## config.mk

```make
export PLATFORM = sky130hd
export DESIGN_NAME = glitch_free_mux_reg
export DESIGN_NICKNAME = d
export VERILOG_FILES = /design/src/rtl/gfmux_pkg.sv /design/src/rtl/gfmux_hold_cnt.sv /design/src/rtl/glitch_free_mux_reg.sv
export SDC_FILE = /design/constraint.sdc
export NUM_CORES = 1
export LEC_CHECK = 0
export CAP_MARGIN = 20
export CELL_PAD_IN_SITES_DETAIL_PLACEMENT = 1
export CELL_PAD_IN_SITES_GLOBAL_PLACEMENT = 1
export CORE_MARGIN = 2
export CORE_UTILIZATION = 49
export CTS_CLUSTER_DIAMETER = 100
export CTS_CLUSTER_SIZE = 40
export DETAILED_ROUTE_END_ITERATION = 10
export DONT_BUFFER_PORTS = 1
export GPL_ROUTABILITY_DRIVEN = 0
export HOLD_SLACK_MARGIN = 0.08
export MAX_ROUTING_LAYER = met4
export PLACE_DENSITY_LB_ADDON = 0.1
export SLEW_MARGIN = 20
export SYNTH_ARGS = -nofsm -noshare
export SYNTH_HDL_FRONTEND = slang
export SYNTH_HIERARCHICAL = 1
export SYNTH_SLANG_ARGS = --single-unit
```

## constraint.sdc

```tcl
create_clock -name clk -period 5 [get_ports clk]
set_input_delay 1 -clock clk [delete_from_list [all_inputs] [get_ports clk]]
set_output_delay 1 -clock clk [all_outputs]
set_load 0.005 [all_outputs]
```

## src/rtl/gfmux_pkg.sv

```systemverilog
// Shared types and helpers for the glitch-free registered channel mux.
package gfmux_pkg;

    typedef enum logic [1:0] {
        GF_IDLE   = 2'd0,
        GF_HOLD   = 2'd1,
        GF_SWITCH = 2'd2
    } gf_state_t;

    // Select width for n channels; never narrower than one bit.
    function automatic int gf_selw(input int n);
        return (n <= 1) ? 1 : $clog2(n);
    endfunction

endpackage

```

## src/rtl/gfmux_hold_cnt.sv

```systemverilog
// Loadable down-counter that times the output-freeze window of a select change.
module gfmux_hold_cnt #(
    parameter int CNTW = 2
) (
    input  logic            clk,
    input  logic            rst,
    input  logic            load,
    input  logic [CNTW-1:0] load_val,
    input  logic            en,
    output logic            zero
);

    logic [CNTW-1:0] cnt_r;

    // Load has priority; the count saturates at zero.
    always_ff @(posedge clk or posedge rst) begin
        if (rst) begin
            cnt_r <= {CNTW{1'b0}};
        end else if (load) begin
            cnt_r <= load_val;
        end else if (en && (cnt_r != {CNTW{1'b0}})) begin
            cnt_r <= cnt_r - {{(CNTW-1){1'b0}}, 1'b1};
        end else begin
            cnt_r <= cnt_r;
        end
    end

    assign zero = (cnt_r == {CNTW{1'b0}});

endmodule

```

## src/rtl/glitch_free_mux_reg.sv

```systemverilog
// Registered N-channel mux whose select changes by handshake behind a frozen-output window.
// Build option GFMUX_BLANK_EN: drive mux_out to zero while a switch is in progress.
module glitch_free_mux_reg
    import gfmux_pkg::*;
#(
    parameter int WIDTH    = 8,
    parameter int NCH      = 4,
    parameter int SELW     = gf_selw(NCH),
    parameter int HOLD_CYC = 2
) (
    input  logic                 clk,
    input  logic                 rst,
    input  logic [NCH*WIDTH-1:0] data_in,
    input  logic [SELW-1:0]      sel_in,
    input  logic                 sel_req,
    output logic                 sel_ack,
    output logic                 sel_err,
    output logic                 busy,
    output logic [SELW-1:0]      cur_sel,
    output logic [WIDTH-1:0]     mux_out,
    output logic                 mux_valid
);

    localparam int              CNTW  = $clog2(HOLD_CYC + 1);
    localparam logic [SELW:0]   NCH_V = (SELW + 1)'(NCH);
    localparam logic [CNTW-1:0] LOADV = CNTW'(HOLD_CYC - 1);

    if (HOLD_CYC < 1) begin : g_bad_hold
        $error("glitch_free_mux_reg: HOLD_CYC must be at least 1");
    end

    function automatic logic [WIDTH-1:0] pick(input logic [NCH*WIDTH-1:0] d,
                                              input logic [SELW-1:0] s);
        return d[int'(s)*WIDTH +: WIDTH];
    endfunction

    gf_state_t         state_r;
    logic [SELW-1:0]   cur_sel_r;
    logic [SELW-1:0]   pending_r;
    logic [WIDTH-1:0]  mux_out_r;
    logic              mux_valid_r;
    logic              busy_r;
    logic              sel_ack_r;
    logic              sel_err_r;

    logic              req_bad_s;
    logic              req_same_s;
    logic              req_go_s;
    logic              cnt_load_s;
    logic              cnt_en_s;
    logic              cnt_zero_s;

    // Classify the incoming request and drive the hold counter controls.
    always_comb begin
        req_bad_s  = 1'b0;
        req_same_s = 1'b0;
        req_go_s   = 1'b0;
        cnt_load_s = 1'b0;
        cnt_en_s   = 1'b0;
        if (sel_req && (state_r == GF_IDLE)) begin
            if ({1'b0, sel_in} >= NCH_V) begin
                req_bad_s = 1'b1;
            end else if (sel_in == cur_sel_r) begin
                req_same_s = 1'b1;
            end else begin
                req_go_s = 1'b1;
            end
        end else begin
            req_go_s = 1'b0;
        end
        cnt_load_s = req_go_s;
        cnt_en_s   = (state_r == GF_HOLD);
    end

    gfmux_hold_cnt #(
        .CNTW (CNTW)
    ) u_hold_cnt (
        .clk      (clk),
        .rst      (rst),
        .load     (cnt_load_s),
        .load_val (LOADV),
        .en       (cnt_en_s),
        .zero     (cnt_zero_s)
    );

    // Select-change FSM; every output is registered here.
    always_ff @(posedge clk or posedge rst) begin
        if (rst) begin
            state_r     <= GF_IDLE;
            cur_sel_r   <= {SELW{1'b0}};
            pending_r   <= {SELW{1'b0}};
            mux_out_r   <= {WIDTH{1'b0}};
            mux_valid_r <= 1'b0;
            busy_r      <= 1'b0;
            sel_ack_r   <= 1'b0;
            sel_err_r   <= 1'b0;
        end else begin
            sel_ack_r <= 1'b0;
            sel_err_r <= 1'b0;
            case (state_r)
                GF_IDLE: begin
                    mux_out_r   <= pick(data_in, cur_sel_r);
                    mux_valid_r <= 1'b1;
                    busy_r      <= 1'b0;
                    if (req_bad_s) begin
                        sel_err_r <= 1'b1;
                    end else if (req_same_s) begin
                        sel_ack_r <= 1'b1;
                    end else if (req_go_s) begin
                        pending_r   <= sel_in;
                        state_r     <= GF_HOLD;
                        busy_r      <= 1'b1;
                        mux_valid_r <= 1'b0;
`ifdef GFMUX_BLANK_EN
                        mux_out_r   <= {WIDTH{1'b0}};
`endif
                    end else begin
                        state_r <= GF_IDLE;
                    end
                end
                GF_HOLD: begin
`ifdef GFMUX_BLANK_EN
                    mux_out_r <= {WIDTH{1'b0}};
`else
                    mux_out_r <= mux_out_r;
`endif
                    if (cnt_zero_s) begin
                        state_r <= GF_SWITCH;
                    end else begin
                        state_r <= GF_HOLD;
                    end
                end
                GF_SWITCH: begin
                    cur_sel_r   <= pending_r;
                    mux_out_r   <= pick(data_in, pending_r);
                    mux_valid_r <= 1'b1;
                    busy_r      <= 1'b0;
                    sel_ack_r   <= 1'b1;
                    state_r     <= GF_IDLE;
                end
                default: begin
                    state_r     <= GF_IDLE;
                    busy_r      <= 1'b0;
                    mux_valid_r <= 1'b0;
                end
            endcase
        end
    end

    assign sel_ack   = sel_ack_r;
    assign sel_err   = sel_err_r;
    assign busy      = busy_r;
    assign cur_sel   = cur_sel_r;
    assign mux_out   = mux_out_r;
    assign mux_valid = mux_valid_r;

endmodule

```

## Word level (Yosys, flattened, before mapping)

Cells that the tools add are included.

| word-level totals | value |
|---|---|
| RAM bits | 0 |
| bits in read-only memories | 0 |
| output and inout port bits | 14 |
| latch bits | 0 |
| memories kept | 0 |
| input bits | 37 |
| flip-flop bits (word level) | 19 |

| cells by class | value |
|---|---|
| divide/modulo/power cells | 0 |
| multipliers | 0 |
| add/sub/neg operators | 1 |
| equality and inequality tests | 4 |
| shift operators | 2 |
| bitwise logic cells | 1 |
| reduce and logical (&&, ||, !) cells | 8 |
| $lt $le $gt $ge | 0 |
| multiplexer cells | 19 |

Operators by type and width:

| operator | number |
|---|---|
| $shiftx 32x6->8 | 2 |
| $pmux 8 s2 | 1 |
| $mux 1 | 10 |
| $mux 2 | 4 |
| $reduce_bool 2->1 | 3 |
| $logic_not 2->1 | 2 |
| $pmux 1 s2 | 2 |
| $pmux 2 s2 | 1 |
| $pmux 1 s3 | 1 |
| $reduce_and 3->1 | 1 |
| $eq 2x1->1 const B | 1 |
| $eq 2x2->1 | 1 |
| $eq 2x2->1 const B | 1 |
| $logic_and 1x1->1 | 2 |
| $ne 2x2->1 const B | 1 |
| $sub 2x1->2 const B | 1 |
| $not 1->1 | 1 |

## Logic depth before layout (Yosys ltp)

| depth | value |
|---|---|
| depth in word-level cells | 6 |
| gate-level depth with buffers | 5 |
| mapped depth without buffers | 5 |

## Cells and area by module

Netlist, hierarchy kept.

Modules (own cells, without submodules):

| module | area an instance (µm²) | times used | cells an instance |
|---|---|---|---|
| glitch_free_mux_reg | 880.8 | 1 | 60 |
| gfmux_hold_cnt | 135.1 | 1 | 13 |

## Worst setup path after synthesis

No wires, ideal clock.

| timing | value |
|---|---|
| kind | in2reg |
| from | input port sel_in[0] |
| to | register u_hold_cnt.cnt_r[0] |
| stages | 5 |
| arrival time | 2,170 ps |
| required time | 4,874 ps |
| path slack | 2,704 ps |
| library setup time | 126 ps |
| buffers on the path | 0 |
| cells stage by stage | xor2_1 -> o21ai_0 -> nor2_1 -> and2b_4 -> a221o_1 |

| on the way | value |
|---|---|
| cells in the longest elaborated chain, start to end | 4 |

Ends and longest elaborated chain:

| what | line | source |
|---|---|---|
| from (decl) | glitch_free_mux_reg.sv:14 | `input logic [SELW-1:0] sel_in,` |
| $eq 2x2->1 (*) | glitch_free_mux_reg.sv:63 | `end else if (sel_in == cur_sel_r) begin` |
| $mux 1 (*) | glitch_free_mux_reg.sv:63 |  |
| $mux 1 (*) | glitch_free_mux_reg.sv:60 | `if (sel_req && (state_r == GF_IDLE)) begin` |
| named net cnt_load_s | glitch_free_mux_reg.sv:49 | `logic cnt_load_s;` |
| $mux 2 / $reduce_bool 2->1 (equally long branches) | n/a |  |
| to (signal assigned) | gfmux_hold_cnt.sv:18 | `cnt_r <= {CNTW{1'b0}};` |
| to (signal assigned) | gfmux_hold_cnt.sv:20 | `cnt_r <= load_val;` |
| to (signal assigned) | gfmux_hold_cnt.sv:22 | `cnt_r <= cnt_r - {{(CNTW-1){1'b0}}, 1'b1};` |
| to (decl) | gfmux_hold_cnt.sv:13 | `logic [CNTW-1:0] cnt_r;` |

Mark *: on every way through the listed nets, which the timed path passes. The rest lies on a longest branch.
A chain may end at the register's enable or synchronous reset.

## Worst setup path in the final report

| timing | value |
|---|---|
| from | register state_r[0] |
| to | register mux_out_r[3], in the netlist mux_out[3] |

| on the way | value |
|---|---|
| cells in the longest elaborated chain, start to end | 2 |

Ends and longest elaborated chain:

| what | line | source |
|---|---|---|
| from (decl) | glitch_free_mux_reg.sv:37 | `gf_state_t state_r;` |
| from (signal assigned) | glitch_free_mux_reg.sv:89 | `state_r <= GF_IDLE;` |
| from (signal assigned) | glitch_free_mux_reg.sv:111 | `state_r <= GF_HOLD;` |
| from (signal assigned) | glitch_free_mux_reg.sv:118 | `state_r <= GF_IDLE;` |
| $eq 2x2->1 / $logic_not 2->1 (equally long branches) | glitch_free_mux_reg.sv:100 | `case (state_r)` |
| $pmux 8 s2 / $reduce_bool 2->1 (equally long branches) | n/a |  |
| to (signal assigned) | glitch_free_mux_reg.sv:92 | `mux_out_r <= {WIDTH{1'b0}};` |
| to (signal assigned) | glitch_free_mux_reg.sv:102 | `mux_out_r <= pick(data_in, cur_sel_r);` |
| to (signal assigned) | glitch_free_mux_reg.sv:125 | `mux_out_r <= mux_out_r;` |
| to (decl) | glitch_free_mux_reg.sv:40 | `logic [WIDTH-1:0] mux_out_r;` |

Several ways; a longest one is shown, not always the timed one.

==> summary.txt <==
Status
  – Outcome: complete, no violations

Clock network
  – Clk_lat worst skew: 290 ps
  – CTS tree: built
  – CTS Root Cell: clkbuf_4
  – Post-CTS Resized: 0
  – # hold bufs at CTS: 0
  – Clock sinks: 19
  – Post-CTS setup buffer count: 0
  – H-tree levels: 1
  – Inserted Clock Buffers: 3
  – Clock Path Buffers: 2
  – Clk slew on worst S/H paths: 110 ps

Die
  – Die X: 49.5 um
  – Die Y: 49.5 um
  – DIE AREA: 2450 um2
  – Core area: 1960 um2
  – Rows: 16
  – Initial Utilization: 51.8%
  – IO Count: 51

Cells and area
  – Fin util: 54.5%
  – Antenna Diode Count: 0
  – Area Overhead vs Synth: 5.17%
  – Fin nets: 115
  – Share of layout cells above drive strength 1: 32.9%

Setup path
  – Reg2Reg Capture Point: mux_out[3]$_DFFE_PP0P_
  – Crit-path max cell delay: 620 ps
  – Worst reg2reg path depth: 4
  – CP max FO: 15
  – WP data arrival: 2520 ps
  – Startpoint types: register
  – Setup CP Type: reg2reg
  – WP buf/inv: 0
  – CP delay by family, top: multiplexers
  – Crit-path slowest cell: dfrtp_1
  – Cell Chain, Critical Path: nor2b_4 > mux2i_4 > mux4_2 > mux2_2
  – Worst Path Required: 5190 ps
  – Reg2Reg Launch Point: state_r[0]$_DFFE_PP0P_
  – Critical path endpoint category: register
  – R2R Setup Slk: 2670 ps

Timing
  – Maximum clock frequency: 430 MHz
  – Setup TNS: 0 ps
  – Final Cycle Share: 46.5%
  – Max-slew violations: 0
  – # setup viols final: 0
  – Hold slack final: 429 ps
  – Worst-Margin Slew: 626 ps
  – Slew HR: 58.2%
  – RSZ-0062 raised after global routing: no
  – Clk_skew: 2.34 ps
  – Min cycle time layout: 2330 ps
  – Final hold vios: 0

Job
  – Max-Cap Viols: 0

Synth
  – Synth top area cells: dfrtp_1 (47%), mux4_2 (18%), mux2_2 (12%), mux2i_4 (2.2%), a21oi_1 (2.0%)
  – Cells after synthesis: 73
  – Synth unique cells: 22
  – Synth area leader: dfrtp_1
  – Number of synthesized register bits: 19
  – Mapped Area: 1020 um2
  – Ys Warns: 6
  – Top cell type's share of synthesized area: 46.8%
  – Avg Cell Area, Syn: 13.9 um2
  – Sequential cell area fraction in the yosys report: 46.8%

Routing
  – Drt pass-1 iters: 3
  – Antenna Nets Post-Route: 0
  – Wire length per cell: 17.3 um
  – Vias per inst: 5.88
  – Iter 0 DRT Violations: 9
  – Number of remaining DRC errors: 0
  – Via Count: 606
  – WL final: 1790 um

Power and ir drop
  – Leakage power: 0.445 nW
  – Pwr/cell area: 671 nW/um2
  – Worst vdd ir: 317 uV

Global routing
  – First-pass GRT wire length: 3070 um
  – Vias in the first global route: 688
  – GRT Resource Usage Total: 17.0%
  – GRT overflow: 0
  – Initial antenna violation count: 0
  – Pin count of the biggest net entering global routing: 18

Worst hold path
  – Hold Crit Class: in2async

Placed design
  – Port Buffer Count: 0
  – HPWL after DPL: 1400 um
registers in the layout, indices dropped and copies added, names as in the netlist:
signal	count
u_hold_cnt/cnt_r	2
sel_ack	1
cur_sel	2
pending_r	2
busy	1
mux_out	8
mux_valid	1
state_r	2
routing by layer:
| metal | share of wire [%] | track usage (%) | vias to the layer above |
|---|---|---|---|
| li1 | - | - | 267 |
| met1 | 41 | 21.4 | 306 |
| met2 | 48 | 26.7 | 33 |
| met3 | 11 | 5.76 | 0 |
| met4 | 0 | 4.17 | 0 |
| met5 | 0 | - | - |
worst reg2reg max path, delay by kind of cell, from the launching register on:
kind / cells / cell delay [ps]
flops: 1 / 620
mux: 3 / 1340
simple gates: 1 / 260
cells in the final DEF (no fill, tap or decap), drive strengths merged:
master | Yosys | routed
nand2 | 1 | 1
nand2b | 3 | 3
mux4 | 8 | 8
conb | 2 | 3
and2 | 1 | 1
clkbuf | 1 | 4
and2b | 2 | 2
nor4b | 2 | 2
xor2 | 2 | 2
ha | 1 | 1
a21oi | 4 | 4
mux2 | 11 | 11
nor2 | 3 | 3
dfrtp | 19 | 19
a221o | 2 | 2
nor2b | 3 | 3
inv | 5 | 5
mux2i | 1 | 1
o21ai | 1 | 1
logic make-up after synthesis:
kind of cell / synth area share (%)
other: 0.739
multiplexers: 32.1
buffers and inverters: 2.96
AND/OR/NAND/NOR: 9.98
adder cells (fa/ha/maj): 1.23
AO/OA/AOI/OAI: 4.43
XOR/XNOR: 1.72
flip-flops: 46.8
cell type report:
| cell class | instances | area (um2) |
|---|---|---|
| clock buffers | 4 | 26.3 |
| fillers | 222 | 893 |
| well taps | 27 | 33.8 |
| flip-flops and latches | 19 | 475 |
| multi-input cells | 48 | 514 |
| inverters | 5 | 18.8 |
cells in the mapped netlist, drive strengths merged:
library cell and instances:
buf 1, a21oi 4, nor2 3, ha 1, and2 1, mux2i 1
mux2 11, o21ai 1, and2b 2, dfrtp 19, inv 5, a221o 2
conb 2, xor2 2, nand2 1, nor4b 2, clkbuf 1, nand2b 3
mux4 8, nor2b 3
worst max-delay path by stage:
stage,startpoint,end,slack [ps],depth (start not counted)
CTS,state_r[0]$_DFFE_PP0P_,mux_out[3]$_DFFE_PP0P_,2610,4
global route,state_r[0]$_DFFE_PP0P_,mux_out[0]$_DFFE_PP0P_,2480,4
global placement,sel_in[0],u_hold_cnt/cnt_r[0]$_DFFE_PP0P_,2550,5
finish,state_r[0]$_DFFE_PP0P_,mux_out[3]$_DFFE_PP0P_,2670,4
floorplan,sel_in[0],u_hold_cnt/cnt_r[0]$_DFFE_PP0P_,2700,5
detailed placement,sel_in[0],u_hold_cnt/cnt_r[0]$_DFFE_PP0P_,2480,5
through the flow:
step           total power [W]  worst slack [ps]  instance area, um2  instances
3_3_place_gp          0.000638              2550                1040         99
6_report              0.000717              2670                1070        103
3_5_place_dp          0.000653              2480                1040         99
4_1_cts               0.000731              2610                1070        103
5_1_grt               0.000783              2480                1070        103
2_1_floorplan         0.000590              2700                1020         74
power breakdown:
part	switching [W]	internal, W
Combinational	0.000124	0.000203
Clock	0.0000457	0.0000310
Sequential	0.0000813	0.000232
(Power assumes the default switching activity.)
